$ cat config.mk
export PLATFORM = sky130hd
export DESIGN_NAME = sa_read_channel
export DESIGN_NICKNAME = d
export VERILOG_FILES = /design/src/rtl/sa_read_channel_pkg.sv /design/src/rtl/sa_rr_arbiter.sv /design/src/rtl/sa_read_channel.sv
export SDC_FILE = /design/constraint.sdc
export NUM_CORES = 1
export LEC_CHECK = 0
export CORE_MARGIN = 2
export CORE_UTILIZATION = 36
export CTS_BUF_LIST = sky130_fd_sc_hd__clkbuf_8
export CTS_CLUSTER_SIZE = 10
export DETAILED_ROUTE_END_ITERATION = 10
export PLACE_DENSITY = 0.87
export SYNTH_ARGS = -nofsm -noshare
export SYNTH_HDL_FRONTEND = slang
export SYNTH_HIERARCHICAL = 1
export SYNTH_SLANG_ARGS = --single-unit
$ cat constraint.sdc
create_clock -name ACLK_i -period 4.5 [get_ports ACLK_i]
set_input_delay 0.45 -clock ACLK_i [delete_from_list [all_inputs] [get_ports ACLK_i]]
set_output_delay 0.45 -clock ACLK_i [all_outputs]
set_load 0.02 [all_outputs]
$ cat src/rtl/sa_read_channel_pkg.sv
// Shared definitions for the slave-arbitration read channel and its
// dispatcher-side counterpart.
//   - AXI field widths (burst, len, size, resp)
//   - outst_cnt_w(): width of a counter that must reach 'depth' inclusive
//   - idx_w():       width of an index over n items, never narrower than 1
package sa_read_channel_pkg;

  localparam int AXI_BURST_W = 2;
  localparam int AXI_LEN_W   = 3;
  localparam int AXI_SIZE_W  = 3;
  localparam int AXI_RESP_W  = 2;

  function automatic int outst_cnt_w(input int depth);
    return $clog2(depth) + 1;
  endfunction

  function automatic int idx_w(input int n);
    return (n > 1) ? $clog2(n) : 1;
  endfunction

endpackage

$ cat src/rtl/sa_rr_arbiter.sv
// Round-robin arbiter with a registered priority pointer.
// Ports:
//   i_clk, i_rst_n  clock, asynchronous active-low reset
//   i_req           request vector, one bit per master
//   i_load_en       downstream can take a grant this cycle
//   o_grant         one-hot grant (combinational, independent of i_load_en)
//   o_grant_idx     encoded index of o_grant
//   o_grant_vld     any request present
// The search starts at the pointer. The pointer moves to the slot after the
// winner only when the grant is actually taken (i_load_en).
module sa_rr_arbiter
  import sa_read_channel_pkg::*;
#(
  parameter int MST_AMT = 2,
  parameter int IDX_W   = idx_w(MST_AMT)
) (
  input  logic               i_clk,
  input  logic               i_rst_n,
  input  logic [MST_AMT-1:0] i_req,
  input  logic               i_load_en,
  output logic [MST_AMT-1:0] o_grant,
  output logic [IDX_W-1:0]   o_grant_idx,
  output logic               o_grant_vld
);

  logic [IDX_W-1:0] r_ptr;
  logic [IDX_W:0]   w_cand;
  logic [IDX_W:0]   w_ptr_inc;
  logic [IDX_W-1:0] w_ptr_next;

  // Scan MST_AMT slots starting at r_ptr; the first requester wins.
  always_comb begin
    o_grant     = '0;
    o_grant_idx = '0;
    o_grant_vld = 1'b0;
    w_cand      = '0;
    for (int k = 0; k < MST_AMT; k++) begin
      w_cand = {1'b0, r_ptr} + (IDX_W+1)'(k);
      if (w_cand >= (IDX_W+1)'(MST_AMT)) begin
        w_cand = w_cand - (IDX_W+1)'(MST_AMT);
      end
      if (!o_grant_vld && i_req[w_cand[IDX_W-1:0]]) begin
        o_grant_vld = 1'b1;
        o_grant_idx = w_cand[IDX_W-1:0];
      end
    end
    if (o_grant_vld) begin
      o_grant[o_grant_idx] = 1'b1;
    end
  end

  assign w_ptr_inc  = {1'b0, o_grant_idx} + (IDX_W+1)'(1);
  assign w_ptr_next = (w_ptr_inc >= (IDX_W+1)'(MST_AMT)) ? '0 : w_ptr_inc[IDX_W-1:0];

  always_ff @(posedge i_clk or negedge i_rst_n) begin
    if (!i_rst_n) begin
      r_ptr <= '0;
    end else if (i_load_en && o_grant_vld) begin
      r_ptr <= w_ptr_next;
    end
  end

endmodule

$ cat src/rtl/sa_read_channel.sv
// Slave-arbitration read channel: one instance in front of each slave.
// AR: round-robin arbitration of dispatcher requests into a one-entry
//     registered AR stage towards the slave.
// R:  an in-order FIFO of granted dispatcher indices steers slave R beats
//     (zero latency) to the owner of the oldest outstanding burst; the entry
//     retires on the RLAST handshake. The slave must answer in AR order.
// Ports:
//   ACLK_i, ARESETn_i       clock, asynchronous active-low reset
//   dsp_AR*_i               per-dispatcher AR payload/valid, lane 0 in LSBs
//   dsp_AR_outst_full_i     masks a dispatcher's request
//   dsp_ARREADY_o           AR ready, at most one bit set
//   dsp_R*_o                R payload broadcast to all lanes
//   dsp_RVALID_o            R valid, one-hot to the burst owner
//   dsp_RREADY_i            per-dispatcher R ready
//   s_AR*_o, s_ARREADY_i    registered AR towards the slave
//   s_R*_i, s_RREADY_o      R from the slave
// Handshakes: a transfer happens on a rising edge where valid and ready are
// both high. A valid source holds valid and payload stable until it is taken;
// ready may depend combinationally on valid, valid never depends on ready.
module sa_read_channel
  import sa_read_channel_pkg::*;
#(
  parameter int MST_AMT           = 2,
  parameter int OUTSTANDING_AMT   = 8,
  parameter int DATA_WIDTH        = 32,
  parameter int ADDR_WIDTH        = 32,
  parameter int TRANS_MST_ID_W    = 5,
  parameter int TRANS_BURST_W     = AXI_BURST_W,
  parameter int TRANS_DATA_LEN_W  = AXI_LEN_W,
  parameter int TRANS_DATA_SIZE_W = AXI_SIZE_W,
  parameter int TRANS_WR_RESP_W   = AXI_RESP_W,
  parameter int MST_ID_W          = idx_w(MST_AMT)
) (
  input  logic                                  ACLK_i,
  input  logic                                  ARESETn_i,
  input  logic [TRANS_MST_ID_W*MST_AMT-1:0]     dsp_ARID_i,
  input  logic [ADDR_WIDTH*MST_AMT-1:0]         dsp_ARADDR_i,
  input  logic [TRANS_BURST_W*MST_AMT-1:0]      dsp_ARBURST_i,
  input  logic [TRANS_DATA_LEN_W*MST_AMT-1:0]   dsp_ARLEN_i,
  input  logic [TRANS_DATA_SIZE_W*MST_AMT-1:0]  dsp_ARSIZE_i,
  input  logic [MST_AMT-1:0]                    dsp_ARVALID_i,
  input  logic [MST_AMT-1:0]                    dsp_AR_outst_full_i,
  output logic [MST_AMT-1:0]                    dsp_ARREADY_o,
  output logic [TRANS_MST_ID_W*MST_AMT-1:0]     dsp_RID_o,
  output logic [DATA_WIDTH*MST_AMT-1:0]         dsp_RDATA_o,
  output logic [TRANS_WR_RESP_W*MST_AMT-1:0]    dsp_RRESP_o,
  output logic [MST_AMT-1:0]                    dsp_RLAST_o,
  output logic [MST_AMT-1:0]                    dsp_RVALID_o,
  input  logic [MST_AMT-1:0]                    dsp_RREADY_i,
  output logic [TRANS_MST_ID_W-1:0]             s_ARID_o,
  output logic [ADDR_WIDTH-1:0]                 s_ARADDR_o,
  output logic [TRANS_BURST_W-1:0]              s_ARBURST_o,
  output logic [TRANS_DATA_LEN_W-1:0]           s_ARLEN_o,
  output logic [TRANS_DATA_SIZE_W-1:0]          s_ARSIZE_o,
  output logic                                  s_ARVALID_o,
  input  logic                                  s_ARREADY_i,
  input  logic [TRANS_MST_ID_W-1:0]             s_RID_i,
  input  logic [DATA_WIDTH-1:0]                 s_RDATA_i,
  input  logic [TRANS_WR_RESP_W-1:0]            s_RRESP_i,
  input  logic                                  s_RLAST_i,
  input  logic                                  s_RVALID_i,
  output logic                                  s_RREADY_o
);

  localparam int PTR_W = idx_w(OUTSTANDING_AMT);
  localparam int CNT_W = outst_cnt_w(OUTSTANDING_AMT);

  // ---------------- AR arbitration ----------------
  logic [MST_AMT-1:0]  w_req;
  logic [MST_AMT-1:0]  w_grant;
  logic [MST_ID_W-1:0] w_gidx;
  logic                w_gvld;
  logic                w_load_en;
  logic                w_accept;

  logic                w_fifo_full;
  logic                w_fifo_empty;
  logic                w_pop;

  assign w_req = dsp_ARVALID_i & ~dsp_AR_outst_full_i;

  // A full FIFO still takes a new AR in the cycle its head retires, so the
  // outstanding count can stay pinned at the maximum without a bubble.
  assign w_load_en = (~s_ARVALID_o | s_ARREADY_i) & (~w_fifo_full | w_pop);
  assign w_accept  = w_load_en & w_gvld;

  assign dsp_ARREADY_o = w_grant & {MST_AMT{w_load_en}};

  sa_rr_arbiter #(
    .MST_AMT (MST_AMT),
    .IDX_W   (MST_ID_W)
  ) u_arb (
    .i_clk       (ACLK_i),
    .i_rst_n     (ARESETn_i),
    .i_req       (w_req),
    .i_load_en   (w_load_en),
    .o_grant     (w_grant),
    .o_grant_idx (w_gidx),
    .o_grant_vld (w_gvld)
  );

  // One-hot payload select of the granted lane.
  logic [TRANS_MST_ID_W-1:0]    w_sel_id;
  logic [ADDR_WIDTH-1:0]        w_sel_addr;
  logic [TRANS_BURST_W-1:0]     w_sel_burst;
  logic [TRANS_DATA_LEN_W-1:0]  w_sel_len;
  logic [TRANS_DATA_SIZE_W-1:0] w_sel_size;

  always_comb begin
    w_sel_id    = '0;
    w_sel_addr  = '0;
    w_sel_burst = '0;
    w_sel_len   = '0;
    w_sel_size  = '0;
    for (int i = 0; i < MST_AMT; i++) begin
      if (w_grant[i]) begin
        w_sel_id    = dsp_ARID_i[i*TRANS_MST_ID_W +: TRANS_MST_ID_W];
        w_sel_addr  = dsp_ARADDR_i[i*ADDR_WIDTH +: ADDR_WIDTH];
        w_sel_burst = dsp_ARBURST_i[i*TRANS_BURST_W +: TRANS_BURST_W];
        w_sel_len   = dsp_ARLEN_i[i*TRANS_DATA_LEN_W +: TRANS_DATA_LEN_W];
        w_sel_size  = dsp_ARSIZE_i[i*TRANS_DATA_SIZE_W +: TRANS_DATA_SIZE_W];
      end
    end
  end

  // ---------------- AR output register ----------------
  logic [TRANS_MST_ID_W-1:0]    r_arid;
  logic [ADDR_WIDTH-1:0]        r_araddr;
  logic [TRANS_BURST_W-1:0]     r_arburst;
  logic [TRANS_DATA_LEN_W-1:0]  r_arlen;
  logic [TRANS_DATA_SIZE_W-1:0] r_arsize;
  logic                         r_arvalid;

  always_ff @(posedge ACLK_i or negedge ARESETn_i) begin
    if (!ARESETn_i) begin
      r_arid    <= '0;
      r_araddr  <= '0;
      r_arburst <= '0;
      r_arlen   <= '0;
      r_arsize  <= '0;
      r_arvalid <= 1'b0;
    end else if (w_accept) begin
      r_arid    <= w_sel_id;
      r_araddr  <= w_sel_addr;
      r_arburst <= w_sel_burst;
      r_arlen   <= w_sel_len;
      r_arsize  <= w_sel_size;
      r_arvalid <= 1'b1;
    end else if (s_ARREADY_i) begin
      r_arvalid <= 1'b0;
    end
  end

  assign s_ARID_o    = r_arid;
  assign s_ARADDR_o  = r_araddr;
  assign s_ARBURST_o = r_arburst;
  assign s_ARLEN_o   = r_arlen;
  assign s_ARSIZE_o  = r_arsize;
  assign s_ARVALID_o = r_arvalid;

  // ---------------- Order FIFO ----------------
  logic [MST_ID_W-1:0] r_fifo [OUTSTANDING_AMT];
  logic [PTR_W-1:0]    r_wptr;
  logic [PTR_W-1:0]    r_rptr;
  logic [CNT_W-1:0]    r_cnt;
  logic [MST_ID_W-1:0] w_head;

  function automatic logic [PTR_W-1:0] ptr_inc(input logic [PTR_W-1:0] p);
    return (p == PTR_W'(OUTSTANDING_AMT-1)) ? '0 : p + PTR_W'(1);
  endfunction

  assign w_fifo_empty = (r_cnt == '0);
  assign w_fifo_full  = (r_cnt == CNT_W'(OUTSTANDING_AMT));
  assign w_head       = r_fifo[r_rptr];

  // Storage needs no reset: entries are only read while the count says valid.
  always_ff @(posedge ACLK_i) begin
    if (w_accept) begin
      r_fifo[r_wptr] <= w_gidx;
    end
  end

  always_ff @(posedge ACLK_i or negedge ARESETn_i) begin
    if (!ARESETn_i) begin
      r_wptr <= '0;
      r_rptr <= '0;
      r_cnt  <= '0;
    end else begin
      if (w_accept) r_wptr <= ptr_inc(r_wptr);
      if (w_pop)    r_rptr <= ptr_inc(r_rptr);
      case ({w_accept, w_pop})
        2'b10:   r_cnt <= r_cnt + CNT_W'(1);
        2'b01:   r_cnt <= r_cnt - CNT_W'(1);
        default: r_cnt <= r_cnt;
      endcase
    end
  end

  // ---------------- R steering ----------------
  always_comb begin
    dsp_RVALID_o = '0;
    for (int i = 0; i < MST_AMT; i++) begin
      dsp_RVALID_o[i] = ~w_fifo_empty & s_RVALID_i & (w_head == MST_ID_W'(i));
    end
  end

  assign s_RREADY_o = ~w_fifo_empty & dsp_RREADY_i[w_head];
  assign w_pop      = s_RVALID_i & s_RREADY_o & s_RLAST_i;

  assign dsp_RID_o   = {MST_AMT{s_RID_i}};
  assign dsp_RDATA_o = {MST_AMT{s_RDATA_i}};
  assign dsp_RRESP_o = {MST_AMT{s_RRESP_i}};
  assign dsp_RLAST_o = {MST_AMT{s_RLAST_i}};

endmodule

* Yosys cells after proc, flatten, opt, wreduce, memory -nomap -nowiden *
Memory sizes are Yosys's and may differ from the RTL's.
Cells that the tools add are included.

storage, ports and cells
  memories kept = 1
  RAM bits = 8
  bits of input ports = 140
  output and inout port bits = 131
  register bits after elaboration = 57

memory list
  name    depth  width  rd ports  clocked after memory_dff  wr ports  line                    source
  r_fifo  8      1      1         0                         1         sa_read_channel.sv:162  logic [MST_ID_W-1:0] r_fifo [OUTSTANDING_AMT];

operators by class
  magnitude comparators = 8
  add/sub/neg operators = 8
  bitwise logic cells = 17
  muxes and demuxes = 33
  reduce and logical (&&, ||, !) cells = 7
  equality and inequality tests = 5

operator list
  operator                                                                number
  32-bit two-way mux                                                      2
  1-bit two-way mux                                                       18
  3-bit two-way mux                                                       6
  5-bit two-way mux                                                       2
  1-bit bitwise AND                                                       8
  1-bit by 2-bit < comparator with 1-bit output (second input constant)   4
  4-bit case mux with 2 select lines                                      1
  3-bit by 1-bit adder with 3-bit output (second input constant)          2
  3-bit equality test (second input constant)                             2
  2-bit two-way mux                                                       3
  1-bit by 1-bit adder with 2-bit output (second input constant)          2
  4-bit by 1-bit adder with 4-bit output (second input constant)          1
  2-bit bitwise AND                                                       2
  4-bit equality test (second input constant)                             1
  2-bit >= comparator (second input constant)                             2
  4-bit logical NOT                                                       1
  1-bit inverter                                                          4
  2-bit nonzero test                                                      2
  4-bit by 1-bit subtractor with 4-bit output (second input constant)     1
  1-bit logical AND                                                       3
  2-bit by 1-bit equality test with 1-bit output (second input constant)  1
  2-bit equality test (second input constant)                             1
  1-bit by 2-bit >= comparator with 1-bit output (second input constant)  1
  2-bit inverter                                                          1
  other kinds (5)                                                         7

* Depth between registers and ports, before layout *
Gate-level depths: netlist of the first run.

  depth in word-level cells = 15
  mapped depth = 15

* Cells and area by module *
The synthesis of the first run kept the hierarchy.

modules (own cells, without submodules)
  module           cells each  area each (sq um)  instances  seq. area each (sq um)
  sa_read_channel  378         3641.0             1          1641.6
  sa_rr_arbiter    8           68.8               1          25.0

* Worst setup path before layout of the first run *
No wires, ideal clock.

  path kind = register to register
  from = register r_rptr[0]
  to = register r_cnt[3]
  period minus slack after synthesis = 3.228 ns
  setup time = 0.122 ns
  cell stages (with the launch flop) = 14
  slack = 1.272 ns
  arrival = 3.106 ns
  buffers on the path = 2
  data required time = 4.378 ns
  cells stage by stage = dfrtp_1 mux4_1 mux2i_4 mux2_2 inv_2 buf_2 buf_2 ha_1 ha_1 a21o_1 a21oi_1 xnor2_1 nor2_1 xnor2_1

between the ends
  word-level cells in the longest chain between the ends = 11
  elaborated cells on any way between the ends = 13

ends and longest elaborated chain
  item                                                                                          line                    source
  start, declared                                                                               sa_read_channel.sv:164  logic [PTR_W-1:0] r_rptr;
  start signal, assigned                                                                        sa_read_channel.sv:190  if (w_pop) r_rptr <= ptr_inc(r_rptr);
  memory read 8 x 1 bit *                                                                       -
  1-bit two-way mux (not written as such) * (2 in a row)                                        sa_read_channel.sv:207  assign s_RREADY_o = ~w_fifo_empty & dsp_RREADY_i[w_head];
  1-bit bitwise AND *                                                                           sa_read_channel.sv:207
  1-bit bitwise AND * (2 in a row)                                                              sa_read_channel.sv:208  assign w_pop = s_RVALID_i & s_RREADY_o & s_RLAST_i;
  1-bit OR                                                                                      sa_read_channel.sv:84   assign w_load_en = (~s_ARVALID_o | s_ARREADY_i) & (~w_fifo_full | w_pop);
  1-bit bitwise AND                                                                             sa_read_channel.sv:84
  1-bit bitwise AND                                                                             sa_read_channel.sv:85   assign w_accept = w_load_en & w_gvld;
  2-bit by 1-bit equality test with 1-bit output / 2-bit equality test (equally long branches)  sa_read_channel.sv:191  case ({w_accept, w_pop})
  4-bit case mux with 2 select lines / 2-bit nonzero test (equally long branches)               -
  end signal, assigned                                                                          sa_read_channel.sv:192  2'b10: r_cnt <= r_cnt + CNT_W'(1);
  end signal, assigned                                                                          sa_read_channel.sv:193  2'b01: r_cnt <= r_cnt - CNT_W'(1);
  end signal, assigned                                                                          sa_read_channel.sv:194  default: r_cnt <= r_cnt;
  end, declared                                                                                 sa_read_channel.sv:165  logic [CNT_W-1:0] r_cnt;

Mark *: on every way between the ends. The rest lies on a longest branch, timed or not. The select of a mux whose other input is x is not followed.
A chain may end at the register's enable or synchronous reset.

* Final worst setup path of the first run *
  from = register r_rptr[0]
  to = output port dsp_ARREADY_o[0]

between the ends
  word-level cells in the longest chain between the ends = 9

ends and longest elaborated chain
  item                                                  line                    source
  memory read 8 x 1 bit                                 -
  1-bit two-way mux (not written as such) (2 in a row)  sa_read_channel.sv:207
  1-bit bitwise AND                                     sa_read_channel.sv:207
  1-bit bitwise AND (2 in a row)                        sa_read_channel.sv:208
  1-bit OR                                              sa_read_channel.sv:84
  1-bit bitwise AND                                     sa_read_channel.sv:84
  net w_load_en                                         sa_read_channel.sv:73   logic w_load_en;
  2-bit bitwise AND                                     sa_read_channel.sv:87   assign dsp_ARREADY_o = w_grant & {MST_AMT{w_load_en}};
  end, declared                                         sa_read_channel.sv:43   output logic [MST_AMT-1:0] dsp_ARREADY_o,

The timed path passes the listed nets, and every way through them passes these cells. The select of a mux whose other input is x is not followed.

==> results by group, run 1 <==
Clocking
  – Total CTS buffers: 9
  – Postcts setup bufs: 0
  – Clock tree root driver cell: clkbuf_8
  – Clock Latency Late Sink: between 0.3 and 0.4 ns
  – TritonCTS clock tree: done
  – Num Clock Sinks: 65
  – Post-cts sizing count: 0
  – CTS H-tree lvls: 3
  – Clock Path Buffers: 2
  – # hold bufs at CTS: 0
  – Worst-path clk slew: ~0.080 ns

Finish
  – Layout Nets: 601
  – Layout cells sized above 1: under 10%
  – Area grow syn2layout: 34.57%
  – Multi-input logic area: roughly 0.0013 mm²
  – Inserted Diodes: 0
  – Fillers: slightly above 900
  – Final Cell Area: roughly 0.0050 mm²
  – Reg area: 0.001667 mm²

Placed design
  – Buffers on Ports: ~150
  – Area after DPL: approximately 0.0048 mm²
  – Dpl hpwl: about 7.4 mm
  – RD Place Congestion: between 0.7 and 0.8

Detailed routing
  – DR iter-0 viols: about 70
  – DRC: 0
  – Vias: a little under 3000
  – WL per Instance: 16.54 µm
  – Final wirelength: a little under 10 mm
  – Post-DR vias/cell: 4.976
  – Pre-antenna DRT Iters: 4
  – Antenna-violating nets left: 0

Yosys
  – Sequential share of the synthesized area: 44.92%
  – Post-Synth Simple-Gate Area: 10.56%
  – Main combinational cell family by area after synthesis: buffers and inverters
  – FF+latch count, synth: 65
  – Synthesized area: 0.003710 mm²
  – Post-synth EDFFs: 8
  – Async S/R FF share, synth: about 88%
  – Most frequent cell after synthesis: buf_4
  – Post-synthesis mux area share: under 10%
  – Dominant synthesized flop cell: dfrtp_1
  – Post-Synth Adder-Cell Area: 2.901%
  – Synth top area cells: dfrtp_1 38%, buf_4 16%, a22oi_1 8.9%, edfxtp_1 6.5%, o21ai_1 6.2%
  – Compound-gate portion of the synthesized area: between 15 and 20%
  – Post-Syn Instances: slightly below 400
  – Post-Syn Area per Cell: 9.611 µm²
  – Syn_nets: 534
  – Share of the synthesized area in the top cell type: 38.45%
  – Synth Area in XOR/XNOR: less than 1%
  – Most frequent cells after synthesis: 80 x buf_4, 57 x dfrtp_1, 55 x nand2_1, 46 x o21ai_1, 44 x a22oi_1
  – Count of cell types in the netlist: 38
  – Largest area contributor in the netlist: dfrtp_1
  – Ys Warns: 6

STA
  – Period utilization: 74.94%
  – Fin. max-slew vios: 0
  – Crit path time final: 3.372 ns
  – Max transition margin: between 20% and 30%
  – Final Setup Violations: 0
  – Final Skew: between 0.01 and 0.015 ns
  – RSZ-0062 raised after global routing: no
  – Total Neg Setup Slack: 0 ns
  – Worst Tran Pin Value: about 1.1 ns
  – Fin. Hold Viols: 0
  – Max Fclk: approximately 300 MHz

Worst setup path
  – Delay-heaviest family, CP: multiplexers
  – WP buf/inv: 1
  – Crit-path cells: mux4_1 > mux2i_4 > nor2_1 > nor3_1 > and2_1 > clkdlybuf4s50_1
  – Worst Path Max Fanout: 6
  – WS Path Type: reg -> out
  – Data required time of the worst path: ~4.1 ns
  – Critical Path Start Type: register
  – Critical Path Max Stage Delay: 0.63 ns
  – Critical path endpoint category: output pin
  – Slowest stage cell on the critical path: mux4_1
  – WP data arrival: between 2 and 3 ns

Global routing
  – GRT Overall Usage: 17.73%
  – Largest net degree at the start of global routing: 95
  – First-pass GRT wire length: 15.55 mm
  – Initial antenna violation count: 0
  – Vias in the first global route: about 3100
  – Global route overflow: 0

Outcome
  – Status: finished clean

Power
  – Peak supply drop: between 200 and 300 µV
  – PD cells: 550.1 mW/mm²
  – Pleak: roughly 2 nW

Floorplan
  – Initial core utilization: 36.43%
  – DIE AREA: 0.01113 mm²
  – Ports: approximately 270
  – Core area: about 0.01 mm²
  – Row count: 37
  – Chip width: about 110 µm
  – Die Y: ~110 µm

Min path
  – Hold Crit Class: in -> async

Run
  – Number of max-cap violations: 0
path summary, 6_finish.rpt:
check                           depth (start not counted)          endpoint        start  slack [ns]
worst max-delay path                                    6  dsp_ARREADY_o[0]    r_rptr[0]        1.13
worst min-delay path                                    2     s_ARADDR_o[0]    ARESETn_i        0.25
worst max register to register                         12          r_cnt[3]    r_rptr[0]        1.26
worst min register to register                          2       s_ARID_o[1]  s_ARID_o[1]        0.49
max in group asynchronous                               2      s_ARLEN_o[2]    ARESETn_i        3.75
min in group ACLK_i                                     2       s_ARID_o[1]  s_ARID_o[1]        0.49
layout make-up:
cell class	count	area share, %
multi-input combinational	213	27.02
tap	136	3.409
clock inverter	6	1.805
clock buffer	10	2.757
timing repair buffer	156	31.03
inverter	8	0.6015
sequential	65	33.38
cell families after synthesis:
family          Yosys count
flops                    65
buf+inv                 108
xor+xnor                  4
simple gates             89
compound gates          103
mux                       9
fa+ha+maj                 8
worst reg2reg max path: stages (launching register included):
cell	delay [ns]
dfrtp_1	0.46
mux4_1	0.63
mux2i_4	0.25
mux2i_1	0.14
or3b_4	0.46
inv_2	0.07
ha_1	0.20
ha_1	0.26
a21o_1	0.18
a21oi_1	0.17
xnor2_1	0.14
nor2_1	0.07
xnor2_1	0.12
placed cells by master (no fill, tap or decap), types with 2 or more instances in the layout:
cell / count
clkdlybuf4s50_1: 152
dfrtp_1: 57
nand2_1: 55
o21ai_1: 46
a22oi_1: 44
nor2_1: 11
clkbuf_8: 10
edfxtp_1: 8
ha_1: 7
inv_1: 6
nor2b_1: 5
nor3_1: 4
nand2b_1: 4
a21oi_1: 4
nand3_1: 3
mux2_4: 3
xnor2_1: 3
buf_4: 3
mux2i_1: 2
inv_2: 2
and2_1: 2
a311oi_1: 2
bufinv_16: 2
where the power goes:
group / leakage (nW) / internal, mW / switching [mW]
Sequential: 0.815 / 0.782 / 0.135
Combinational: 1.08 / 0.582 / 0.683
Clock: 0.113 / 0.329 / 0.235
routing by layer:
metal  global-route usage (%)  vias to the layer above  routed length [µm]
li1                         -                     1389                   -
met1                    17.51                     1373                3469
met2                    32.17                      171                5166
met3                    8.287                       23                1001
met4                    6.673                        0                 186
met5                        0                        -                   0
metrics by stage:
stage / worst slack, ns / power (mW) / hold WS, ns / cells / util [%]
after floorplan: 1.272 / 1.783 / 0.1544 / 386 / -
after global placement: 1.333 / 2.148 / 0.4686 / 578 / 46.78
after detailed placement: 1.179 / 2.209 / 0.4767 / 578 / 46.78
after CTS: 1.120 / 2.788 / 0.2776 / 594 / 49.02
after global routing: 1.004 / 2.935 / 0.3092 / 594 / 49.02
final: 1.128 / 2.746 / 0.2482 / 594 / 49.02
registers in the layout (all words and copies together), names as in the netlist:
signal and count:
s_ARADDR_o 32, r_fifo 8, s_ARID_o 5, r_cnt 4, r_rptr 3, r_wptr 3, s_ARLEN_o 3, s_ARSIZE_o 3
s_ARBURST_o 2, s_ARVALID_o 1, u_arb/r_ptr 1
(Power assumes the default switching activity.)
==> run 2, diff against run 1 <==
--- a/config.mk
+++ b/config.mk
@@ -6,11 +6,11 @@
 export NUM_CORES = 1
 export LEC_CHECK = 0
 export CORE_MARGIN = 2
-export CORE_UTILIZATION = 36
+export CORE_UTILIZATION = 32
 export CTS_BUF_LIST = sky130_fd_sc_hd__clkbuf_8
 export CTS_CLUSTER_SIZE = 10
 export DETAILED_ROUTE_END_ITERATION = 10
-export PLACE_DENSITY = 0.87
+export PLACE_DENSITY = 0.82
 export SYNTH_ARGS = -nofsm -noshare
 export SYNTH_HDL_FRONTEND = slang
 export SYNTH_HIERARCHICAL = 1
==> constraint.sdc (replaced) <==
create_clock -name ACLK_i -period 3.01 [get_ports ACLK_i]
set_input_delay 0.301 -clock ACLK_i [delete_from_list [all_inputs] [get_ports ACLK_i]]
set_output_delay 0.301 -clock ACLK_i [all_outputs]
set_load 0.02 [all_outputs]
==> run 2 against run 1 <==
Net effect:
- final area grew 0.85%
- via count shrank 0.47%
- global-route usage shrank 1.6 points
- hold slack lost 0.10 ns
- largest cell class unchanged
- largest power group unchanged
==> results by group, run 2 (synthesis gave the netlist of run 1 again) <==
Finish
  – Layout cells sized above 1: under 10%
  – Max reg flops: 32
  – Inserted Diodes: 0
  – Most common cell after layout, fill and taps aside: clkdlybuf4s50_1
  – Area grow syn2layout: 35.72%
  – Layout Nets: between 600 and 700
  – Most frequent cells in the layout: 150 x clkdlybuf4s50_1, 56 x dfrtp_1, 55 x nand2_1

Clocking
  – Num Clock Sinks: 65
  – Worst-path clk slew: approximately 0.090 ns
  – Clock Path Buffers: 2
  – TritonCTS clock tree: done
  – Total CTS buffers: 9
  – CTS H-tree lvls: 3
  – Clock tree root driver cell: clkbuf_8
  – Clock Latency Late Sink: ~0.35 ns
  – # hold bufs at CTS: 0

Floorplan
  – Core area: roughly 0.011 mm²
  – DIE AREA: between 0.01 and 0.015 mm²
  – Die Y: roughly 110 µm
  – Row count: 39
  – Initial core utilization: around a third
  – Ports: 271
  – Chip width: approximately 110 µm

Global routing
  – Global route overflow: 0
  – Vias in the first global route: approximately 3100
  – Initial antenna violation count: 0
  – First-pass GRT wire length: ~16 mm
  – GRT Overall Usage: 16.12%
  – Largest net degree at the start of global routing: 95

Placed design
  – Dpl hpwl: about 7.7 mm
  – DP Worst Slack: about 0.055 ns
  – Buffers on Ports: between 150 and 200
  – RD Place Congestion: 0.8533

STA
  – Crit path time final: ~2.9 ns
  – Fin. max-slew vios: 0
  – Period utilization: a little over nine tenths
  – Final Skew: about 0.011 ns
  – Setup ws final: ~0.16 ns
  – Worst Tran Pin Value: 1.091 ns
  – Fin. Hold Viols: 0
  – Max transition margin: 27.24%
  – Final Setup Violations: 0
  – Total Neg Setup Slack: 0 ns
  – Max Fclk: 350.3 MHz
  – RSZ-0062 raised after global routing: no

Worst setup path
  – WP data arrival: about 3.1 ns
  – Worst Path Max Fanout: 5
  – Critical Path Start Type: register
  – Data required time of the worst path: around 3.3 ns
  – Critical path endpoint category: register
  – WS Path Type: reg -> reg

Detailed routing
  – WL per Instance: approximately 17 µm
  – Pre-antenna DRT Iters: 4
  – Vias: roughly 2900
  – Post-DR vias/cell: around 4.9
  – DR iter-0 viols: between 100 and 150
  – DRC: 0
  – Antenna-violating nets left: 0
  – Final wirelength: just over 10 mm

Min path
  – Hold Crit Class: in -> async

Outcome
  – Status: finished clean

Power
  – PD cells: 804.3 mW/mm²
  – Peak supply drop: between 1000 and 1500 µV
  – Pleak: between 2 and 2.5 nW
  – Total chip power: 4.049 mW

Run
  – Number of max-cap violations: 0
[run 2: cell types whose count changed in the layout (fill, tap and decap cells not counted), sizes merged]
cell	previous run	this run
bufinv	2	0
clkdlybuf4s50	152	150
buf	4	9
inv	9	13
clkbuf	10	9
clkinv	2	1
dlygate4sd2	0	2
[run 2: metrics by stage]
step / hold slack (ns) / cell area [µm²] / utilization [%] / instances
2_1_floorplan: 0.005409 / 3725 / - / 386
3_3_place_gp: 0.4688 / 4830 / 42.48 / 590
3_5_place_dp: 0.4751 / 4830 / 42.48 / 590
4_1_cts: 0.1801 / 5017 / 44.13 / 606
5_1_grt: 0.2234 / 5035 / 44.28 / 606
6_report: 0.1485 / 5035 / 44.28 / 606
[run 2: cell type report]
type                            count  area (µm²)
Timing Repair Buffer              161        1600
Fill cell                        1123        6335
Tap cell                          143       178.9
Clock inverter                      7       60.06
Inverter                            8       30.03
Multi-Input combinational cell    213        1374
Clock buffer                        9       123.9
Sequential cell                    65        1668
[run 2: final timing paths]
kind	from	to	slack [ns]	cells after the start
max in group asynchronous	ARESETn_i	s_ARADDR_o[3]	2.08	2
setup / recovery	r_rptr[0]	r_cnt[3]	0.16	12
min in group ACLK_i	s_ARBURST_o[0]	s_ARBURST_o[0]	0.49	2
setup reg to reg	r_rptr[0]	r_cnt[3]	0.16	12
hold reg to reg	s_ARBURST_o[0]	s_ARBURST_o[0]	0.49	2
hold / removal	ARESETn_i	s_ARADDR_o[25]	0.15	1
[run 2: worst max-delay path, stage by stage, from the launching register on]
cell and delay, ns:
dfrtp_2 0.43, mux4_2 0.54, mux2i_4 0.20, buf_6 0.14
mux2_4 0.34, inv_2 0.09, ha_4 0.14, ha_1 0.21
a21o_1 0.19, a21oi_2 0.15, xnor2_1 0.13, nor2_1 0.07
xnor2_1 0.12
[run 2: power breakdown]
group / leakage (nW) / switching [mW] / internal (mW)
Sequential: 0.814 / 0.197 / 1.17
Combinational: 1.12 / 1.06 / 0.924
Clock: 0.0931 / 0.388 / 0.315
Total: 2.03 / 1.64 / 2.41
[run 2: per-layer routing]
metal / share of wire (%) / vias to the layer above / track usage (%) / wire length (µm)
li1: - / 1402 / - / -
met1: 35 / 1372 / 16.60 / 3526
met2: 55 / 149 / 29.45 / 5497
met3: 8.3 / 19 / 5.444 / 836
met4: 2.1 / 0 / 7.325 / 216
met5: 0 / - / 0 / 0
[run 2: repair_timing]
| action | in CTS | in global routing |
|---|---|---|
| setup endpoints to repair | 2 | 1 |
| pin swaps | 0 | 0 |
| setup buffers | 0 | 0 |
| resized for setup | 4 | 3 |
